<file path="src/rtl/dds_pkg.sv">
// -----------------------------------------------------------------------------
// dds_pkg -- shared types and helpers for the DDS frequency-sweep controller.
//
// Contents:
//   state_e       sweep FSM state encoding
//   M_DEF, D_DEF, PIPE_LAT_DEF   default widths and DDS pipeline latency
//   up_step_ok    true when cur+step stays <= limit (no wrap, no overshoot)
//   down_step_ok  true when cur-step stays >= floor (no underflow)
//
// Configuration macro: DDS_SWEEP_BIDIR_EN adds the RUN_DOWN state and the
// down-step helper; without it the sweep is up-only.
// -----------------------------------------------------------------------------
package dds_pkg;

  localparam int M_DEF        = 27;
  localparam int D_DEF        = 16;
  localparam int PIPE_LAT_DEF = 4;

  // Frequency arithmetic is done on zero-extended operands of this width
  // plus one carry bit, so tuning words up to 64 bits are supported.
  localparam int CALC_W = 64;

  typedef enum logic [2:0] {
    IDLE     = 3'd0,
    CLEAR    = 3'd1,
    RUN_UP   = 3'd2,
`ifdef DDS_SWEEP_BIDIR_EN
    RUN_DOWN = 3'd5,
`endif
    FLUSH    = 3'd3,
    DONE     = 3'd4
  } state_e;

  // Next frequency is formed one bit wider than the operands, so a sum that
  // would overflow the tuning word always compares greater than the limit.
  function automatic logic up_step_ok(input logic [CALC_W-1:0] cur,
                                      input logic [CALC_W-1:0] step,
                                      input logic [CALC_W-1:0] lim);
    logic [CALC_W:0] nxt;
    nxt = {1'b0, cur} + {1'b0, step};
    return nxt <= {1'b0, lim};
  endfunction

`ifdef DDS_SWEEP_BIDIR_EN
  // cur-step >= floor rewritten as cur >= floor+step avoids any underflow.
  function automatic logic down_step_ok(input logic [CALC_W-1:0] cur,
                                        input logic [CALC_W-1:0] step,
                                        input logic [CALC_W-1:0] floor_v);
    logic [CALC_W:0] lim;
    lim = {1'b0, floor_v} + {1'b0, step};
    return {1'b0, cur} >= lim;
  endfunction
`endif

endpackage

</file>
<file path="src/rtl/dds_dwell_timer.sv">
// -----------------------------------------------------------------------------
// dds_dwell_timer -- counts the cycles spent on each sweep frequency.
//
// Ports:
//   clk     in   clock
//   rst_n   in   synchronous active-low reset (counter cleared)
//   load    in   load period into the counter
//   en      in   count down while the sweep is running
//   period  in   D  cycles per step (caller guarantees >= 1)
//   expire  out  high during the last cycle of each dwell period; the counter
//                reloads itself on that cycle so consecutive steps abut.
// -----------------------------------------------------------------------------
module dds_dwell_timer #(
  parameter int D = 16
) (
  input  logic         clk,
  input  logic         rst_n,
  input  logic         load,
  input  logic         en,
  input  logic [D-1:0] period,
  output logic         expire
);

  logic [D-1:0] cnt;

  assign expire = en && (cnt <= D'(1));

  // NOTE: state registers use non-blocking assignments so every flop samples
  // the pre-edge values, independent of block evaluation order.
  always_ff @(posedge clk) begin
    if (!rst_n) begin
      cnt <= '0;
    end else if (load) begin
      cnt <= period;
    end else if (en) begin
      if (expire) cnt <= period;
      else        cnt <= cnt - D'(1);
    end
  end

endmodule

</file>
<file path="src/rtl/dds_sweep_ctrl.sv">
// -----------------------------------------------------------------------------
// dds_sweep_ctrl -- steps a DDS tuning word from f_start to f_stop in f_step
// increments, holding each word for dwell cycles, then flushes the DDS
// pipeline and reports done.
//
// Ports:
//   clk, rst_n            clock, synchronous active-low reset
//   start                 sweep request (sampled in IDLE)
//   abort                 stop a running sweep (CLEAR / RUN_*)
//   f_start/f_stop/f_step M  sweep bounds and increment, unsigned
//   dwell                 D  cycles per step (0 behaves as 1)
//   P                     M  tuning word to the DDS
//   ena_ac/rst_ac/val_in  DDS accumulator enable, clear, input valid
//   val_out               DDS output valid (monitor only)
//   busy, done, cfg_err   status; step_idx  M  current step number
//
// All outputs are registered decodes of the current state, so they trail the
// state register by one cycle: start at edge k gives rst_ac at k+1 and the
// first tuning word at k+2. cfg_err is the exception: it is registered
// straight from the rejected request.
//
// Configuration macro: DDS_SWEEP_BIDIR_EN -- after reaching the top the sweep
// walks back down to f_start before flushing.
// -----------------------------------------------------------------------------
module dds_sweep_ctrl
  import dds_pkg::*;
#(
  parameter int M        = M_DEF,
  parameter int D        = D_DEF,
  parameter int PIPE_LAT = PIPE_LAT_DEF
) (
  input  logic         clk,
  input  logic         rst_n,
  input  logic         start,
  input  logic         abort,
  input  logic [M-1:0] f_start,
  input  logic [M-1:0] f_stop,
  input  logic [M-1:0] f_step,
  input  logic [D-1:0] dwell,
  output logic [M-1:0] P,
  output logic         ena_ac,
  output logic         rst_ac,
  output logic         val_in,
  input  logic         val_out,
  output logic         busy,
  output logic         done,
  output logic         cfg_err,
  output logic [M-1:0] step_idx
);

  localparam int FW = (PIPE_LAT > 1) ? $clog2(PIPE_LAT) : 1;

  state_e state, state_nxt;

  // Sweep configuration captured at start; later input changes are ignored.
  logic [M-1:0] lat_stop, lat_step;
  logic [D-1:0] lat_dwell;
`ifdef DDS_SWEEP_BIDIR_EN
  logic [M-1:0] lat_start;
`endif

  logic [M-1:0]  freq;       // tuning word of the current step
  logic [M-1:0]  step_cnt;   // steps taken since CLEAR
  logic [FW-1:0] flush_cnt;

  logic cfg_ok, up_ok, dn_ok, expire, flush_last;
  logic accept, adv_up, adv_dn;
  logic p_upd, idx_upd;
  logic ena_nxt, rst_nxt, val_nxt, busy_nxt, done_nxt, cfg_err_nxt;
  logic [D-1:0] dwell_eff;

  // The DDS valid is observed for debug only; sequencing is purely cycle
  // counted, so the input is deliberately left unconnected to logic.
  logic unused_val_out;
  assign unused_val_out = val_out;

  assign cfg_ok     = (f_step != '0) && (f_start <= f_stop);
  assign up_ok      = up_step_ok(CALC_W'(freq), CALC_W'(lat_step), CALC_W'(lat_stop));
`ifdef DDS_SWEEP_BIDIR_EN
  assign dn_ok      = down_step_ok(CALC_W'(freq), CALC_W'(lat_step), CALC_W'(lat_start));
`else
  assign dn_ok      = 1'b0;
`endif
  assign dwell_eff  = (lat_dwell == '0) ? D'(1) : lat_dwell;
  assign flush_last = (flush_cnt == FW'(PIPE_LAT - 1));

  dds_dwell_timer #(.D(D)) u_dwell (
    .clk    (clk),
    .rst_n  (rst_n),
    .load   (state == CLEAR),
`ifdef DDS_SWEEP_BIDIR_EN
    .en     ((state == RUN_UP) || (state == RUN_DOWN)),
`else
    .en     (state == RUN_UP),
`endif
    .period (dwell_eff),
    .expire (expire)
  );

  always_ff @(posedge clk) begin
    if (!rst_n) state <= IDLE;
    else        state <= state_nxt;
  end

  // NOTE: every signal driven here gets a default first, so no path through
  // the case statement can leave a value unassigned and infer a latch.
  always_comb begin
    state_nxt   = state;
    accept      = 1'b0;
    adv_up      = 1'b0;
    adv_dn      = 1'b0;
    p_upd       = 1'b0;
    idx_upd     = 1'b0;
    ena_nxt     = 1'b0;
    rst_nxt     = 1'b0;
    val_nxt     = 1'b0;
    busy_nxt    = 1'b0;
    done_nxt    = 1'b0;
    cfg_err_nxt = 1'b0;
    case (state)
      IDLE: begin
        if (start) begin
          if (cfg_ok) begin
            accept    = 1'b1;
            state_nxt = CLEAR;
          end else begin
            cfg_err_nxt = 1'b1;
          end
        end
      end
      CLEAR: begin
        rst_nxt   = 1'b1;
        busy_nxt  = 1'b1;
        idx_upd   = 1'b1;
        state_nxt = abort ? FLUSH : RUN_UP;
      end
      RUN_UP: begin
        ena_nxt  = 1'b1;
        val_nxt  = 1'b1;
        busy_nxt = 1'b1;
        p_upd    = 1'b1;
        idx_upd  = 1'b1;
        if (abort) begin
          state_nxt = FLUSH;
        end else if (expire) begin
          if (up_ok) begin
            adv_up = 1'b1;
          end else begin
`ifdef DDS_SWEEP_BIDIR_EN
            // Turn around immediately so the top word is held only one dwell.
            adv_dn    = dn_ok;
            state_nxt = dn_ok ? RUN_DOWN : FLUSH;
`else
            state_nxt = FLUSH;
`endif
          end
        end
      end
`ifdef DDS_SWEEP_BIDIR_EN
      RUN_DOWN: begin
        ena_nxt  = 1'b1;
        val_nxt  = 1'b1;
        busy_nxt = 1'b1;
        p_upd    = 1'b1;
        idx_upd  = 1'b1;
        if (abort) begin
          state_nxt = FLUSH;
        end else if (expire) begin
          if (dn_ok) adv_dn    = 1'b1;
          else       state_nxt = FLUSH;
        end
      end
`endif
      FLUSH: begin
        ena_nxt  = 1'b1;
        busy_nxt = 1'b1;
        if (flush_last) state_nxt = DONE;
      end
      DONE: begin
        done_nxt  = 1'b1;
        busy_nxt  = 1'b1;
        state_nxt = IDLE;
      end
      default: state_nxt = IDLE;
    endcase
  end

  always_ff @(posedge clk) begin
    if (!rst_n) begin
      lat_stop  <= '0;
      lat_step  <= '0;
      lat_dwell <= '0;
`ifdef DDS_SWEEP_BIDIR_EN
      lat_start <= '0;
`endif
      freq      <= '0;
      step_cnt  <= '0;
      flush_cnt <= '0;
    end else begin
      if (accept) begin
        lat_stop  <= f_stop;
        lat_step  <= f_step;
        lat_dwell <= dwell;
`ifdef DDS_SWEEP_BIDIR_EN
        lat_start <= f_start;
`endif
        freq      <= f_start;
        step_cnt  <= '0;
      end else if (adv_up) begin
        freq     <= freq + lat_step;
        step_cnt <= step_cnt + M'(1);
      end else if (adv_dn) begin
        freq     <= freq - lat_step;
        step_cnt <= step_cnt + M'(1);
      end
      flush_cnt <= (state == FLUSH) ? flush_cnt + FW'(1) : '0;
    end
  end

  // rst_ac is asserted during reset so the DDS accumulator clears together
  // with the controller.
  always_ff @(posedge clk) begin
    if (!rst_n) begin
      P        <= '0;
      step_idx <= '0;
      ena_ac   <= 1'b0;
      rst_ac   <= 1'b1;
      val_in   <= 1'b0;
      busy     <= 1'b0;
      done     <= 1'b0;
      cfg_err  <= 1'b0;
    end else begin
      if (p_upd)   P        <= freq;
      if (idx_upd) step_idx <= step_cnt;
      ena_ac  <= ena_nxt;
      rst_ac  <= rst_nxt;
      val_in  <= val_nxt;
      busy    <= busy_nxt;
      done    <= done_nxt;
      cfg_err <= cfg_err_nxt;
    end
  end

endmodule

</file>
<file path="config.mk">
export PLATFORM = sky130hd
export DESIGN_NAME = dds_sweep_ctrl
export DESIGN_NICKNAME = d
export VERILOG_FILES = /design/src/rtl/dds_pkg.sv /design/src/rtl/dds_dwell_timer.sv /design/src/rtl/dds_sweep_ctrl.sv
export SDC_FILE = /design/constraint.sdc
export NUM_CORES = 1
export LEC_CHECK = 0
export BUFFER_PORTS_ARGS = -buffer_cell sky130_fd_sc_hd__buf_4
export CORE_MARGIN = 1.5
export CORE_UTILIZATION = 53
export CTS_CLUSTER_SIZE = 10
export DETAILED_ROUTE_END_ITERATION = 7
export HOLD_SLACK_MARGIN = 0.1
export PLACE_DENSITY = 0.79
export SLEW_MARGIN = 40
export SYNTH_ARGS = -nofsm -noshare
export SYNTH_HDL_FRONTEND = slang
export SYNTH_SLANG_ARGS = --single-unit
</file>
<file path="constraint.sdc">
create_clock -name clk -period 6.6 [get_ports clk]
set_input_delay 0.33 -clock clk [delete_from_list [all_inputs] [get_ports clk]]
set_output_delay 0.33 -clock clk [all_outputs]
set_load 0.03 [all_outputs]
</file>
==> impl_metrics.py, run 1 <==
metrics = {
    "outcome": {
        "status": "complete, no violations",
    },
    "grt": {
        "grt_remaining_overflow": 0,
        "grt_max_degree": 120,
        "grt_busiest_layer": "met2",
        "antenna_found_initial": 0,
        "use_met3_pct": 4.13,
        "met2_usage_pct": 45.1,
        "grt_pass1_vias": 9600,
        "grtUsageMet1_pct": 34.2,
        "gr-usage-all-layers_pct": 26.5,
        "grt_pass1_wl_um": 47000,
    },
    "drt": {
        "drc": 0,
        "drt_iter0_drc": 647,
        "viasPerCell": 5.57,
        "dr.pass1.iters": 5,
        "vias": 10100,
        "totalWireLength_um": 29200,
        "ant_nets": 0,
        "detail_route.wl_per_cell_um": 16.0,
    },
    "synth": {
        "yosys_warnings": 0,
        "synth_edf_count": 0,
        "synth_xor_area_share_pct": 3.75,
        "synth.most_common_cell": "nand2_1",
        "syn_area_mm2": 0.0110,
        "synth_top_family_by_area": "simple AND/OR/NAND/NOR gates",
        "synth_area_per_cell_um2": 7.94,
        "async_flop_share_pct": 0,
        "synthSimpleGateAreaFrac_pct": 23.1,
        "synthFlopType": "dfxtp_1",
        "synth_compound_area_share_pct": 21.0,
        "synthMuxAreaShare_pct": 0.0913,
        "synth.largest_area_cell": "dfxtp_1",
        "synth.distinct_cells": 60,
        "synth_largest_type_area_fraction_pct": 37.4,
        "synth_fa_ha_area_share_pct": 9.88,
        "synth-seq-area-share_pct": 37.4,
        "ys_ff_latch": 205,
        "synth_common_cells": "nand2_1, dfxtp_1, nor2_1",
        "synth_area_leaders": "dfxtp_1, ha_1, nand2_1",
        "syn_nets": 1569,
        "synth_cells": 1381,
    },
    "timing": {
        "setup_viol": 0,
        "hold_violations": 0,
        "finalCriticalPeriod_ns": 6.16,
        "fin_crit_sh_pct": 93.3,
        "slew_viol_final": 0,
        "tightest_slew_ns": 0.816,
        "skew_ns": 0.0127,
        "rsz0062_at_grt": "no",
        "slew_headroom_pct": 45.6,
        "setup-tns-final_ns": 0,
        "max_freq_mhz": 162,
    },
    "floorplan": {
        "core_mm2": 0.0202,
        "dieArea_mm2": 0.0216,
        "top_level_ports": 162,
        "chipHeight_um": 147,
        "rows": 52,
        "die_x_um": 147,
        "start_util_pct": 54.2,
    },
    "pwr": {
        "peakVddDrop_mv": 0.254,
        "p_leak_nw": 5.48,
        "p_total_mw": 4.22,
        "power.density_mw_per_mm2": 317,
    },
    "finish": {
        "area_delta_synth_final_pct": 21.4,
        "nets": 1732,
        "drive_above_1_share_pct": 13.9,
        "nFillCells": 1718,
        "register_area_mm2": 0.00410,
        "antenna_cells": 0,
        "multiInputGateArea_mm2": 0.00634,
    },
    "placement": {
        "place_congestion": 0.894,
        "port_buffers": 160,
        "dp_hpwl_um": 20500,
    },
    "critical_path": {
        "critPathArrivalTime_ns": 6.60,
        "path_cells": "ha_1 -> fa_1 -> a21o_1 -> and3_1 -> o211ai_1 -> a21o_1 -> a31oi_1 -> a221oi_1 -> o2111ai_1 -> a21oi_1 -> xnor2_1 -> ha_1 -> nand4_1 -> nor3_2 -> nand2_1 -> or4_1 -> o21ai_2 -> o2111ai_4 -> nand2_1 -> buf_4 -> nor2_1 -> nor2_1",
        "path_delay_family": "compound AO/OA/AOI/OAI gates",
        "cp.required_ns": 7.04,
        "critical-path-max-stage-delay_ns": 0.64,
        "startpoint": "lat_step[0]$_SDFFE_PN0P_",
        "endpoint_kind": "register",
        "critPathMaxFanout": 14,
        "slowest_stage": "nand2_1",
        "cp-start-kind": "register",
        "worst-setup-path-type": "reg -> reg",
        "critPathBufInv": 1,
        "worstReg2RegStart": "lat_step[0]$_SDFFE_PN0P_",
    },
    "clock_network": {
        "h-tree-depth": 1,
        "path_clk_slew_ns": 0.05,
        "root_buffer": "clkbuf_16",
        "clock_latency_ns": 0.52,
        "cts_resized": 0,
        "holdBufCountCts": 30,
        "cts_tree": "done",
        "cts_buffers": 24,
        "clock_sinks": 205,
        "postCtsSetupBuffers": 0,
        "clockBufferDepth": 3,
    },
    "run": {
        "cap_violations": 0,
    },
    "min_path": {
        "hold_start": "dwell[15]",
        "hold_class": "in -> reg",
    },
}
[layer usage]
layer	part of all wire, %	routed length (um)
met3	7.0	2030
met4	2.8	814
met2	47	13700
met1	43	12600
met5	0	0
[power by group]
| part | internal, mW | switching, mW | total, mW |
|---|---|---|---|
| registers | 1.39 | 0.130 | 1.52 |
| logic | 0.601 | 0.968 | 1.57 |
| clock network | 0.651 | 0.485 | 1.14 |
| total | 2.64 | 1.58 | 4.22 |
[sequential cells by signal, summed over array words and instances, names as in the netlist, 2 cells and up]
| register | flops |
|---|---|
| lat_step | 27 |
| freq | 27 |
| flush_cnt | 2 |
| P | 27 |
| lat_stop | 27 |
| step_cnt | 27 |
| step_idx | 27 |
| state | 3 |
| u_dwell.cnt | 16 |
| lat_dwell | 16 |
[cell usage in the layout, fill, tap and decap left out, drive strengths merged, types with 11 or more instances in the layout]
cell type and count:
nand2 282, dfxtp 205, buf 172, nor2 104, a21boi 102, ha 85, o21ai 75, inv 73
a21oi 65, and2 38, xnor2 33, dlygate4sd3 32, nand3 31, clkbuf 29, o221ai 25, nor3 21
nor4 19, nand4 17, a21o 16, xor2 14, and3 13, nor2b 11
[worst register-to-register path, delay by kind of cell (launching register included)]
kind,cells,cell delay [ns]
adder cells (fa/ha/maj),3,0.96
XOR/XNOR,1,0.09
AO/OA/AOI/OAI,9,2.38
buffers and inverters,1,0.33
AND/OR/NAND/NOR,8,2.01
flip-flops,1,0.31
[logic make-up (layout without fill, tap and decap cells)]
family,after synthesis,after routing
XOR/XNOR,47,47
buffers and inverters,140,307
AO/OA/AOI/OAI,340,340
adder cells (fa/ha/maj),86,86
flip-flops,205,205
AND/OR/NAND/NOR,562,562
multiplexers,1,1
[final cells by class]
cell class,instances,area share (%)
multi-input combinational,1036,47.7
sequential,205,30.8
timing repair buffer,204,12.1
clock buffer,29,4.65
tap,270,2.54
inverter,73,2.06
clock inverter,1,0.122
[worst paths after layout]
kind	cells after the start	to	slack (ns)
max	22	freq[5]$_SDFFE_PN0P_	0.44
min	3	lat_dwell[15]$_SDFFE_PN0P_	0.11
max reg2reg	22	freq[5]$_SDFFE_PN0P_	0.44
min reg2reg	1	flush_cnt[0]$_SDFF_PN0_	0.43
[stage by stage]
step	util, %	instances	instance area [um2]	hold slack (ns)	setup slack [ns]
4_1_cts	65.7	1816	13300	0.103	0.507
2_1_floorplan	-	1381	11000	0.399	1.56
5_1_grt	65.8	1818	13300	0.109	0.117
3_3_place_gp	61.0	1756	12300	0.407	0.674
3_5_place_dp	61.0	1756	12300	0.411	0.575
6_report	65.8	1818	13300	0.110	0.442
Note: power is estimated with default switching activity, not from simulation.
==> run 2: changes to the inputs <==
ABC_AREA = 1   (was default)
==> run 2 against run 1 <==
Against the previous run:
- die area increased by 4.6%
- clock skew increased by 0.0037 ns
- worst hold slack got worse by 0.0028 ns
- final area increased by 1.7%
- cell count increased by 11%
- utilization decreased by 1.8 points
- synthesized cell count increased by 17%
- flip-flop and latch count unchanged
- fmax increased by 19%
- critical endpoint is now freq[6]$_SDFFE_PN0P_
==> impl_metrics.py, run 2 <==
metrics = {
    "finish": {
        "fin_cells": 2020,
        "fin_area_mm2": 0.0135,
        "nets": 1926,
        "mostFrequentLayoutCells": "inv_1, dfxtp_1, nand2_1",
        "antenna_cells": 0,
        "area_delta_synth_final_pct": 17.9,
        "utilization_pct": 64.0,
        "nFillCells": 1900,
        "layout_commonest_cell": "inv_1",
        "drive_above_1_share_pct": 13.0,
    },
    "timing": {
        "skew_ns": 0.0164,
        "slew_headroom_pct": 52.0,
        "setup-tns-final_ns": 0,
        "tightest_slew_ns": 0.718,
        "rsz0062_at_grt": "no",
        "setup_viol": 0,
        "fin_crit_sh_pct": 78.3,
        "finalCriticalPeriod_ns": 5.16,
        "hold_violations": 0,
        "slew_viol_final": 0,
        "hold_slack_ns": 0.107,
        "max_freq_mhz": 194,
    },
    "synth": {
        "ys_ff_latch": 205,
        "synth_area_per_cell_um2": 7.13,
        "synth_largest_type_area_fraction_pct": 35.7,
        "synth.largest_area_cell": "dfxtp_1",
        "yosys_warnings": 0,
        "syn_area_mm2": 0.0115,
        "synth_area_leaders": "dfxtp_1, ha_1, o21ai_0",
        "async_flop_share_pct": 0,
        "synth-seq-area-share_pct": 35.7,
        "syn_nets": 1797,
        "synth.distinct_cells": 51,
        "synthFlopType": "dfxtp_1",
        "synth_cells": 1609,
        "synth_edf_count": 0,
        "synth.most_common_cell": "inv_1",
        "synth_common_cells": "inv_1, dfxtp_1, nand2_1",
    },
    "outcome": {
        "status": "complete, no violations",
    },
    "critical_path": {
        "slowest_stage": "nand2_4",
        "cp-start-kind": "register",
        "path_cells": "ha_1 -> fa_1 -> nand3_1 -> nand2_1 -> a21oi_1 -> o31ai_1 -> xor2_1 -> ha_1 -> nand2_1 -> inv_1 -> nand3_1 -> nor3_1 -> nand2_1 -> o2111ai_1 -> nand3_1 -> nand2_1 -> nand2_2 -> nand2_4 -> nand2_4 -> nor2_1 -> nor2_1",
        "critical-path-max-stage-delay_ns": 0.63,
        "worst-setup-path-type": "reg -> reg",
        "critPathArrivalTime_ns": 5.56,
        "endpoint_kind": "register",
        "cpMostUsedCell": "nand2_1",
        "critPathMaxFanout": 39,
        "cp.required_ns": 6.99,
    },
    "drt": {
        "drc": 0,
        "totalWireLength_um": 31500,
        "viasPerCell": 5.53,
        "drt_iter0_drc": 1005,
        "vias": 11200,
        "dr.pass1.iters": 5,
        "ant_nets": 0,
        "detail_route.wl_per_cell_um": 15.6,
    },
    "floorplan": {
        "top_level_ports": 162,
        "start_util_pct": 54.3,
        "chipHeight_um": 150,
        "rows": 53,
        "dieArea_mm2": 0.0226,
        "core_mm2": 0.0212,
        "die_x_um": 150,
    },
    "pwr": {
        "peakVddDrop_mv": 0.259,
        "power_frac_seq_pct": 32.0,
        "cell_internal_pwr_mw": 3.14,
        "switching_share_pct": 43.0,
        "power.density_mw_per_mm2": 407,
        "p_leak_nw": 6.22,
        "p_sw_mw": 2.36,
        "power.share.clock_pct": 22.1,
        "pwr-share-comb_pct": 45.9,
    },
    "min_path": {
        "hold_class": "in -> reg",
    },
    "run": {
        "cap_violations": 0,
    },
    "clock_network": {
        "path_clk_slew_ns": 0.05,
        "clock_sinks": 205,
        "postCtsSetupBuffers": 0,
        "cts_buffers": 25,
        "root_buffer": "clkbuf_16",
        "clockBufferDepth": 3,
        "cts_resized": 0,
        "holdBufCountCts": 4,
        "cts_tree": "done",
        "clock_latency_ns": 0.51,
        "h-tree-depth": 1,
    },
    "placement": {
        "place_congestion": 0.934,
        "dpl-instance-area_mm2": 0.0128,
        "port_buffers": 160,
        "dp.cells": 1981,
        "dp_hpwl_um": 22700,
    },
    "grt": {
        "antenna_found_initial": 0,
        "grt_remaining_overflow": 0,
        "grt_max_degree": 98,
        "gr-usage-all-layers_pct": 27.8,
        "grt_pass1_wl_um": 50800,
        "grt_pass1_vias": 10500,
    },
}
[run 2: cell types whose count changed after synthesis, sizes merged, moves of 19 or more]
cell	previous run	this run
o221ai	25	3
nand2	282	207
nor2	104	194
nand4	17	40
nand3	31	54
xnor2	33	9
o21bai	2	21
inv	73	224
o21ai	75	199
and2	38	0
a21boi	102	1
a21oi	65	183
[run 2: cell families (layout without fill, tap and decap cells)]
logic type | count (synthesis) | in the layout | synth area share, %
compound gates | 442 | 442 | 21.2
xor+xnor | 41 | 41 | 3.13
fa+ha+maj | 86 | 86 | 9.44
buf+inv | 293 | 429 | 10.0
flops | 205 | 205 | 35.7
simple gates | 542 | 542 | 20.4
[run 2: cell type report]
cell class,count,area [um2],area share [%]
Multi-Input combinational cell,1111,6240,46.1
Sequential cell,205,4100,30.3
Timing Repair Buffer,170,1300,9.62
Inverter,225,845,6.24
Clock buffer,32,662,4.89
Tap cell,275,344,2.54
Clock inverter,2,35.0,0.259
[run 2: final timing paths]
check / startpoint / end / slack (ns) / cells past startpoint
worst max-delay path: lat_step[0]$_SDFFE_PN0P_ / freq[6]$_SDFFE_PN0P_ / 1.44 / 21
worst min-delay path: dwell[6] / lat_dwell[6]$_SDFFE_PN0P_ / 0.11 / 3
worst max register to register: lat_step[0]$_SDFFE_PN0P_ / freq[6]$_SDFFE_PN0P_ / 1.44 / 21
worst min register to register: flush_cnt[0]$_SDFF_PN0_ / flush_cnt[0]$_SDFF_PN0_ / 0.43 / 1
[run 2: critical path: cells and delay by family, from the launching register on]
| family | cells | cell delay [ns] |
|---|---|---|
| AOI/OAI and AO/OA | 3 | 0.82 |
| xor gates and xnor gates | 1 | 0.22 |
| adders and majority gates | 3 | 0.98 |
| buffers and inverters | 1 | 0.07 |
| DFF | 1 | 0.31 |
| and+or+nand+nor | 13 | 2.60 |
[run 2: layer usage]
| metal | GRT usage (%) | part of all wire, % | vias to the layer above |
|---|---|---|---|
| met5 | 0 | 0 | - |
| li1 | - | - | 5607 |
| met1 | 40.0 | 46 | 5085 |
| met4 | 8.73 | 2.7 | 0 |
| met3 | 3.55 | 7.7 | 56 |
| met2 | 43.3 | 43 | 431 |
[run 2: power by group through the flow]
stage	combinational (mW)	clock (mW)	sequential, mW
3_5_place_dp	2.47	0	1.78
5_1_grt	2.81	1.29	1.80
2_1_floorplan	1.50	0	2.03
6_report	2.52	1.22	1.76
3_3_place_gp	2.41	0	1.77
4_1_cts	2.50	1.24	1.76
[run 2: per-stage QoR]
stage,setup WS (ns),total power [mW]
floorplan,3.27,3.52
global placement,1.65,4.18
detailed placement,1.57,4.25
CTS,1.50,5.49
global route,1.00,5.90
finish,1.44,5.50
